$ cat src/rtl/csr_pkg.sv
// Shared definitions for the CSR peripheral bus: modify codes, CSR addresses,
// UART status bit positions and the UART serializer state encoding.
package csr_pkg;

   localparam logic [2:0] MOD_NONE  = 3'd0;
   localparam logic [2:0] MOD_WRITE = 3'd1;
   localparam logic [2:0] MOD_SET   = 3'd2;
   localparam logic [2:0] MOD_CLEAR = 3'd3;

   localparam int UART_FULL = 0;
   localparam int UART_IDLE = 1;
   localparam int UART_OVF  = 2;

   localparam logic [11:0] CSR_UART  = 12'hbc0;
   localparam logic [11:0] CSR_TIMER = 12'hbc2;
   localparam logic [11:0] CSR_SIM   = 12'h3ff;

   typedef enum logic [1:0] {
      UART_S_IDLE,
      UART_S_START,
      UART_S_DATA,
      UART_S_STOP
   } uart_state_e;

endpackage

$ cat src/rtl/csr_uart_fifo.sv
// Byte-wide synchronous FIFO feeding the UART serializer; pushes while full and
// pops while empty are ignored.
module csr_uart_fifo
   import csr_pkg::*;
#(
   parameter int FIFO_LOG2 = 4
) (
   input  logic       clk,
   input  logic       rst,
   input  logic       push,
   input  logic       pop,
   input  logic [7:0] din,
   output logic [7:0] dout,
   output logic       full,
   output logic       empty
);

   localparam int DEPTH = 2 ** FIFO_LOG2;

   logic [7:0]           mem_q [DEPTH];
   logic [FIFO_LOG2-1:0] wr_ptr_q, wr_ptr_d;
   logic [FIFO_LOG2-1:0] rd_ptr_q, rd_ptr_d;
   logic [FIFO_LOG2:0]   count_q, count_d;
   logic                 push_ok;
   logic                 pop_ok;

   assign full    = (count_q == (FIFO_LOG2 + 1)'(DEPTH));
   assign empty   = (count_q == '0);
   assign push_ok = push & ~full;
   assign pop_ok  = pop & ~empty;
   assign dout    = mem_q[rd_ptr_q];

   always_comb begin
      wr_ptr_d = wr_ptr_q;
      rd_ptr_d = rd_ptr_q;
      count_d  = count_q;
      if (push_ok) begin
         wr_ptr_d = wr_ptr_q + 1'b1;
      end
      if (pop_ok) begin
         rd_ptr_d = rd_ptr_q + 1'b1;
      end
      case ({push_ok, pop_ok})
         2'b10:   count_d = count_q + 1'b1;
         2'b01:   count_d = count_q - 1'b1;
         default: count_d = count_q;
      endcase
   end

   always_ff @(posedge clk or posedge rst) begin
      if (rst) begin
         wr_ptr_q <= '0;
         rd_ptr_q <= '0;
         count_q  <= '0;
      end else begin
         wr_ptr_q <= wr_ptr_d;
         rd_ptr_q <= rd_ptr_d;
         count_q  <= count_d;
      end
   end

   // Storage carries no reset; the pointers alone define which entries are live.
   always_ff @(posedge clk) begin
      if (push_ok) begin
         mem_q[wr_ptr_q] <= din;
      end
   end

endmodule

$ cat src/rtl/csr_uart_tx.sv
// CSR-mapped 8N1 UART transmitter: data-phase writes enqueue bytes, reads return
// full/idle/overflow status, and a baud-timed serializer drains the FIFO onto tx.
module csr_uart_tx
   import csr_pkg::*;
#(
   parameter logic [11:0] BASE_ADDR  = CSR_UART,
   parameter int          CLOCK_RATE = 100_000_000,
   parameter int          BAUD_RATE  = 115_200,
   parameter int          FIFO_LOG2  = 4
) (
   input  logic        clk,
   input  logic        rst,
   input  logic        read,
   input  logic [2:0]  modify,
   input  logic [31:0] wdata,
   input  logic [11:0] addr,
   output logic [31:0] rdata,
   output logic        valid,
   output logic        tx
);

   localparam int              DIVISOR     = CLOCK_RATE / BAUD_RATE;
   localparam int              BAUD_W      = $clog2(DIVISOR);
   localparam logic [BAUD_W-1:0] BAUD_RELOAD = BAUD_W'(DIVISOR - 1);

   logic        sel_q, sel_d;
   logic        read_q, read_d;
   logic        overflow_q, overflow_d;
   uart_state_e state_q, state_d;
   logic [BAUD_W-1:0] baud_q, baud_d;
   logic [2:0]  bit_idx_q, bit_idx_d;
   logic [7:0]  shift_q, shift_d;
   logic        tx_q, tx_d;

   logic        push_req;
   logic        status_rd;
   logic        fifo_pop;
   logic        fifo_full;
   logic        fifo_empty;
   logic [7:0]  fifo_dout;
   logic [31:0] status;
   logic        baud_done;
   logic        unused_wdata_bits;

   assign unused_wdata_bits = ^wdata[31:8];

   csr_uart_fifo #(
      .FIFO_LOG2 (FIFO_LOG2)
   ) u_fifo (
      .clk   (clk),
      .rst   (rst),
      .push  (push_req & ~fifo_full),
      .pop   (fifo_pop),
      .din   (wdata[7:0]),
      .dout  (fifo_dout),
      .full  (fifo_full),
      .empty (fifo_empty)
   );

   // A dropped push outranks the read-side clear of the sticky overflow flag.
   always_comb begin
      sel_d      = (addr == BASE_ADDR);
      read_d     = read;
      status_rd  = sel_q & read_q;
      push_req   = sel_q & (modify == MOD_WRITE);
      overflow_d = overflow_q;
      if (status_rd) begin
         overflow_d = 1'b0;
      end
      if (push_req & fifo_full) begin
         overflow_d = 1'b1;
      end
      status            = '0;
      status[UART_FULL] = fifo_full;
      status[UART_IDLE] = fifo_empty & (state_q == UART_S_IDLE);
      status[UART_OVF]  = overflow_q;
      valid = sel_q & (read_q | (modify != MOD_NONE));
      rdata = status_rd ? status : '0;
   end

   assign baud_done = (baud_q == '0);

   // tx_d is the line level for the next cycle, so each bit appears on the
   // registered output exactly when its state begins.
   always_comb begin
      state_d   = state_q;
      baud_d    = baud_q;
      bit_idx_d = bit_idx_q;
      shift_d   = shift_q;
      tx_d      = tx_q;
      fifo_pop  = 1'b0;
      case (state_q)
         UART_S_IDLE: begin
            tx_d = 1'b1;
            if (!fifo_empty) begin
               fifo_pop = 1'b1;
               shift_d  = fifo_dout;
               baud_d   = BAUD_RELOAD;
               tx_d     = 1'b0;
               state_d  = UART_S_START;
            end
         end
         UART_S_START: begin
            if (baud_done) begin
               baud_d    = BAUD_RELOAD;
               bit_idx_d = 3'd0;
               tx_d      = shift_q[0];
               state_d   = UART_S_DATA;
            end else begin
               baud_d = baud_q - BAUD_W'(1);
            end
         end
         UART_S_DATA: begin
            if (baud_done) begin
               baud_d = BAUD_RELOAD;
               if (bit_idx_q == 3'd7) begin
                  tx_d    = 1'b1;
                  state_d = UART_S_STOP;
               end else begin
                  bit_idx_d = bit_idx_q + 3'd1;
                  shift_d   = {1'b0, shift_q[7:1]};
                  tx_d      = shift_q[1];
               end
            end else begin
               baud_d = baud_q - BAUD_W'(1);
            end
         end
         UART_S_STOP: begin
            if (baud_done) begin
               if (!fifo_empty) begin
                  fifo_pop = 1'b1;
                  shift_d  = fifo_dout;
                  baud_d   = BAUD_RELOAD;
                  tx_d     = 1'b0;
                  state_d  = UART_S_START;
               end else begin
                  tx_d    = 1'b1;
                  state_d = UART_S_IDLE;
               end
            end else begin
               baud_d = baud_q - BAUD_W'(1);
            end
         end
         default: begin
            tx_d    = 1'b1;
            state_d = UART_S_IDLE;
         end
      endcase
   end

   always_ff @(posedge clk or posedge rst) begin
      if (rst) begin
         sel_q      <= 1'b0;
         read_q     <= 1'b0;
         overflow_q <= 1'b0;
         state_q    <= UART_S_IDLE;
         baud_q     <= BAUD_RELOAD;
         bit_idx_q  <= 3'd0;
         shift_q    <= 8'd0;
         tx_q       <= 1'b1;
      end else begin
         sel_q      <= sel_d;
         read_q     <= read_d;
         overflow_q <= overflow_d;
         state_q    <= state_d;
         baud_q     <= baud_d;
         bit_idx_q  <= bit_idx_d;
         shift_q    <= shift_d;
         tx_q       <= tx_d;
      end
   end

   assign tx = tx_q;

endmodule

$ cat config.mk
export PLATFORM = sky130hd
export DESIGN_NAME = csr_uart_tx
export DESIGN_NICKNAME = d
export VERILOG_FILES = /design/src/rtl/csr_pkg.sv /design/src/rtl/csr_uart_fifo.sv /design/src/rtl/csr_uart_tx.sv
export SDC_FILE = /design/constraint.sdc
export NUM_CORES = 1
export LEC_CHECK = 0
export ABC_AREA = 1
export CAP_MARGIN = 0
export CORE_MARGIN = 8
export CORE_UTILIZATION = 35
export CTS_CLUSTER_SIZE = 25
export DETAILED_ROUTE_END_ITERATION = 10
export PLACE_DENSITY = 0.59
export SYNTH_ARGS = -nofsm -noshare
export SYNTH_HDL_FRONTEND = slang
export SYNTH_SLANG_ARGS = --single-unit
$ cat constraint.sdc
create_clock -name clk -period 3.75 [get_ports clk]
set_clock_uncertainty 0.15 [all_clocks]
set_input_delay 0.5625 -clock clk [delete_from_list [all_inputs] [get_ports clk]]
set_output_delay 0.5625 -clock clk [all_outputs]
set_load 0.1 [all_outputs]
; After elaboration in Yosys (flattened, before gate mapping)
; Memory sizes are Yosys's and may differ from the RTL's.
; Cells that the tools add are included.
[totals]
ff_bits = 40
ramBits = 128
in_bits = 50
output_inout_bits = 34
wordCells = 92
memories = 1
[mem_list]
columns = memory, words, word_bits, read_ports, rd_ports_with_merged_regs, write_ports, line_no
row1 = u_fifo.mem_q, 16, 8, 1, 0, 1, csr_uart_fifo.sv:20  ; logic [7:0] mem_q [DEPTH];
[op_classes]
add_sub_neg = 6
eq_ne = 15
n_mux = 35
bitwise_logic = 11
n_reduce_logical = 13
[op_table]
columns = op, n
row1 = $mux 8, 4
row2 = $mux 10, 3
row3 = $pmux 10 s3, 1
row4 = $pmux 8 s3, 1
row5 = $eq 12x12->1 const B, 1
row6 = $mux 1, 12
row7 = $mux 3, 4
row8 = $ne 2x2->1 const B, 6
row9 = $logic_not 10->1, 1
row10 = $mux 2, 5
row11 = $pmux 5 s2, 1
row12 = $sub 10x1->10 const B, 1
row13 = $add 4x1->4 const B, 2
row14 = $and 1x1->1, 8
row15 = $pmux 2 s4, 1
row16 = $reduce_and 4->1, 2
row17 = $eq 2x2->1 const B, 3
row18 = $pmux 3 s2, 1
row19 = $reduce_bool 2->1, 3
row20 = $reduce_bool 3->1, 2
row21 = $add 5x1->5 const B, 1
row22 = $eq 5x5->1 const B, 1
row23 = $logic_not 5->1, 1
row24 = $reduce_and 5->1, 1
row25 = other kinds (12), 14

; Longest topological paths before layout
[logic_depth]
word_depth = 7
depth_mapped = 15
depth_no_buf = 15

; By module
; A second synthesis with hierarchy kept.
[hier_totals]
hier_cells = 877
area_unflattened_um2 = 8252.9
[by_module_without_submodules]
columns = module, n_inst, cells_per_inst, area_per_inst_um2, seq_area_each_um2
row1 = csr_uart_fifo, 1, 623, 6236.0, 4169.0
row2 = csr_uart_tx, 1, 254, 2016.9, 684.4

; Least setup slack after synthesis
; No wires, ideal clock.
[synth_timing]
kind = register to output
start = register u_fifo.count_q[2]
end = output rdata[1]
t_arrival_ns = 2.869
slack_ns = 0.169
path_stages_with_launch = 5
path_buffers = 1
cell_sequence = dfrtp_1 nor2_1 nand3_2 buf_4 nor3_1
[synth_via]
elab_chain_cells = 3
[synth_rtl]
columns = item, line_no
row1 = start: declaration, csr_uart_fifo.sv:23  ; logic [FIFO_LOG2:0] count_q, count_d;
row2 = start signal: assignment, csr_uart_fifo.sv:58  ; count_q <= count_d;
row3 = $logic_not 5->1, csr_uart_fifo.sv:28  ; assign empty = (count_q == '0);
row4 = $and 1x1->1, csr_uart_tx.sv:75  ; status[UART_IDLE] = fifo_empty & (state_q == UART_S_IDLE);
row5 = $mux 3, csr_uart_tx.sv:78  ; rdata = status_rd ? status : '0;
row6 = end: declaration, csr_uart_tx.sv:17  ; output logic [31:0] rdata,
; No other way between the ends.

; Worst setup path in the final report
[layout_timing]
start = register u_fifo.count_q[2]
end = register u_fifo.count_q[4]
[layout_via]
elab_chain_cells = 7
word_cells_on_any_way = 16
[layout_rtl]
columns = item, line_no
row1 = $logic_not 5->1 *, csr_uart_fifo.sv:28
row2 = $mux 1, "csr_uart_tx.sv:95, csr_uart_tx.sv:130"
row3 = $mux 1, csr_uart_tx.sv:129  ; if (baud_done) begin
row4 = $pmux 1 s2, csr_uart_tx.sv:92  ; case (state_q)
row5 = $and 1x1->1 *, csr_uart_fifo.sv:30  ; assign pop_ok = pop & ~empty;
row6 = net u_fifo.pop_ok, csr_uart_fifo.sv:25  ; logic pop_ok;
row7 = $eq 2x1->1 or $eq 2x2->1 (tied branches), csr_uart_fifo.sv:43  ; case ({push_ok, pop_ok})
row8 = $pmux 5 s2 or $reduce_bool 2->1 (tied branches), n/a
; The timed path passes the listed nets; every way through them passes the cells marked *.
; A chain may end at the register's enable or synchronous reset.

==> impl_metrics.toml <==
[sta]
tightest_slew_ns = 0.985
timing.final.crit_share_pct = 78.1
fin_tns_setup_ns = 0
hold_viol_final = 0
max_clock_freq_ghz = 0.342
rsz0062_at_grt = "false"
final_max_slew_viol_count = 0
maxSlewHeadroom_pct = 34.1
fin_crit_ns = 2.93
setup-violations-final = 0

[clocking]
htree_num_levels = 4
clock_path_buffers = 2
cts.clk_slew.worst_paths_ns = 0.07
cts_buffers = 17
worstSkewPairLatency_ns = 0.43
cts_sinks = 168
cts_tree = "yes"
root_buffer = "clkbuf_16"
cts_resized = 0
hold_buffers = 0
postCtsSetupBuffers = 0

[cells_and_area]
fill_cells = 2215
drive_gt1_share_pct = 9.40
area_growth_pct = 13.4
antenna_cells = 0
fin_util_pct = 40.4
final_nets = 951

[placement]
portBuffers = 30
hpwlAfterDp_um = 10800
place_congestion = 0.801

[yosys]
syn_area_sq_um = 8040
ys_seq_area_share_pct = 60.4
yosys.area.top_type = "edfxtp_1"
yosys_warnings = 0
synth_top_area_share_pct = 47.8
synth_cell_type_count = 33
postSynthCellCount = 842
synthTopCellsByArea = "edfxtp_1 (48%), nand2_1 (12%), dfrtp_1 (10%)"
postSynthAreaPerCell_sq_um = 9.54
ys_seq_elements = 168

[critical_path]
critical_path_required_ns = 3.90
cp_num_cells = 13
critPathMaxStageDelay_ns = 0.42
path_cells = "nor2_1, nand3_2, nand2_1, inv_1, nand2_1, inv_1, ha_1, fa_1, nand3_1, nand2_1, a21oi_1, o21ai_0, xor2_1"
cp_num_buf_inv = 2
crit_family = "simple AND/OR/NAND/NOR gates"
crit_path_top_delay_cell = "fa_1"
reg2regPathDepth = 13
cp_max_fo = 12
endpoint_kind = "flip-flop"
critical_path.startpoint_type = "flip-flop"
crit_type = "flip-flop to flip-flop"
worstPathArrival_ns = 3.08
critPathMostFrequentCell = "nand2_1"

[drt]
ant_nets = 0
vias_per_cell = 4.64
first_pass_iters = 4
wl_per_cell_um = 14.4
num_vias = 5466
route.detailed.drc = 0
drtIter0Drc = 334
routed_wl_um = 17000

[flow_run]
drv_cap = 0

[run_status]
status = "finished, final reports clean"

[floorplan]
fp.dieArea_sq_um = 28100
row_count = 55
fp.dieH_um = 168
initial_core_util_pct = 35.6
die_width_um = 168
io_pins = 84
core_area_sq_um = 22600

[min_path]
timing.hold.worst.class = "flip-flop to flip-flop"
holdPathStages = 2

[global_route]
grt_pass1_vias = 5308
grt_max_degree = 82
antenna_found_initial = 0
track_usage_pct = 12.5
grt_overflow = 0
grt_pass1_wl_um = 27700

[power_and_ir_drop]
power.density_nw_per_um2 = 427
ir_worst_vdd_mv = 0.292
p_leak_nw = 3.93
==> per-stage QoR <==
| stage | hold slack (ns) | area, sq um | setup WS [ns] | cells | power (mW) |
|---|---|---|---|---|---|
| 5_1_grt | 0.348 | 9110 | 0.489 | 1179 | 4.00 |
| 3_5_place_dp | 0.316 | 8550 | 0.492 | 1148 | 2.23 |
| 2_1_floorplan | 0.299 | 8140 | 0.169 | 870 | 2.20 |
| 4_1_cts | 0.336 | 9110 | 0.799 | 1179 | 3.93 |
| 3_3_place_gp | 0.312 | 8550 | 0.483 | 1148 | 2.23 |
| 6_report | 0.332 | 9110 | 0.822 | 1179 | 3.90 |
==> worst paths after layout <==
check / startpoint / end / slack, ns
setup / recovery: u_fifo.count_q[2] / u_fifo.count_q[4] / 0.82
hold / removal: shift_q[3] / shift_q[3] / 0.33
setup reg to reg: u_fifo.count_q[2] / u_fifo.count_q[4] / 0.82
hold reg to reg: shift_q[3] / shift_q[3] / 0.33
max in group asynchronous: rst / baud_q[1] / 2.28
min in group asynchronous: rst / u_fifo.wr_ptr_q[2] / 0.39
==> synth_stat cells <==
cell type and count:
a21oi_1 12, a21oi_2 2, buf_2 15, buf_4 32, buf_6 5, clkbuf_1 4
conb_1 1, dfrtp_1 33, dfstp_2 7, edfxtp_1 128, fa_1 1, ha_1 18
inv_1 65, inv_2 9, nand2_1 258, nand2_2 3, nand2_4 1, nand3_1 70
nand3_2 2, nand4_1 4, nor2_1 113, nor2_2 3, nor2_4 2, nor3_1 2
nor4_1 2, o211ai_1 1, o21ai_0 23, o21ai_1 10, o21ai_2 2, o32ai_1 3
or2_2 1, xnor2_1 2, xor2_1 8
==> worst min-delay path: cells and delay by family (launching register included) <==
kind          cells  cell delay [ns]
flops             1             0.34
simple gates      2             0.10
==> kinds of logic (layout without fill, tap and decap cells) <==
logic type / count (synthesis) / in the layout / synth area share [%]
flops: 168 / 168 / 60.4
other cells: 1 / 29 / 0.0467
buf+inv: 130 / 154 / 8.27
fa+ha+maj: 19 / 19 / 3.05
xor+xnor: 10 / 10 / 1.09
compound gates: 53 / 53 / 3.66
simple gates: 461 / 461 / 23.5
==> cell type report <==
| class | count | area [sq um] | area share [%] |
|---|---|---|---|
| multi-input combinational | 572 | 2620 | 28.8 |
| timing repair buffer | 49 | 435 | 4.78 |
| tap | 285 | 357 | 3.91 |
| clock inverter | 12 | 133 | 1.46 |
| inverter | 74 | 278 | 3.05 |
| sequential | 168 | 4850 | 53.3 |
| clock buffer | 19 | 433 | 4.75 |
==> cells in the final DEF, fill, tap and decap left out, types with 4 or more instances in the layout <==
cell / n
nand2_1: 258
edfxtp_1: 128
nor2_1: 113
nand3_1: 70
inv_1: 64
dfrtp_1: 32
conb_1: 29
clkdlybuf4s50_1: 27
o21ai_0: 23
buf_4: 22
ha_1: 18
clkbuf_16: 17
a21oi_1: 12
o21ai_1: 10
inv_2: 9
xor2_1: 8
dfstp_2: 7
inv_6: 5
nand4_1: 4
==> per-layer routing <==
metal  vias up  track usage [%]  wire (um)  share of wire [%]
met5         -                0          0                  0
met4         0             3.38        206                1.2
met3        14             3.03        802                4.7
met2       109             21.0       8210                 48
met1      2585             15.8       7760                 46
li1       2758                -          -                  -
==> flip-flops by register name, indices dropped and copies added, names as in the netlist, 2 cells and up <==
register	flops
bit_idx_q	3
shift_q	8
u_fifo.rd_ptr_q	4
u_fifo.count_q	5
baud_q	10
u_fifo.mem_q	128
state_q	2
u_fifo.wr_ptr_q	4
==> power by group <==
part / switching (mW) / internal [mW]
Clock: 0.765 / 0.937
Combinational: 0.164 / 0.0245
Sequential: 0.000616 / 2.01
Note: power is estimated with default switching activity, not from simulation.
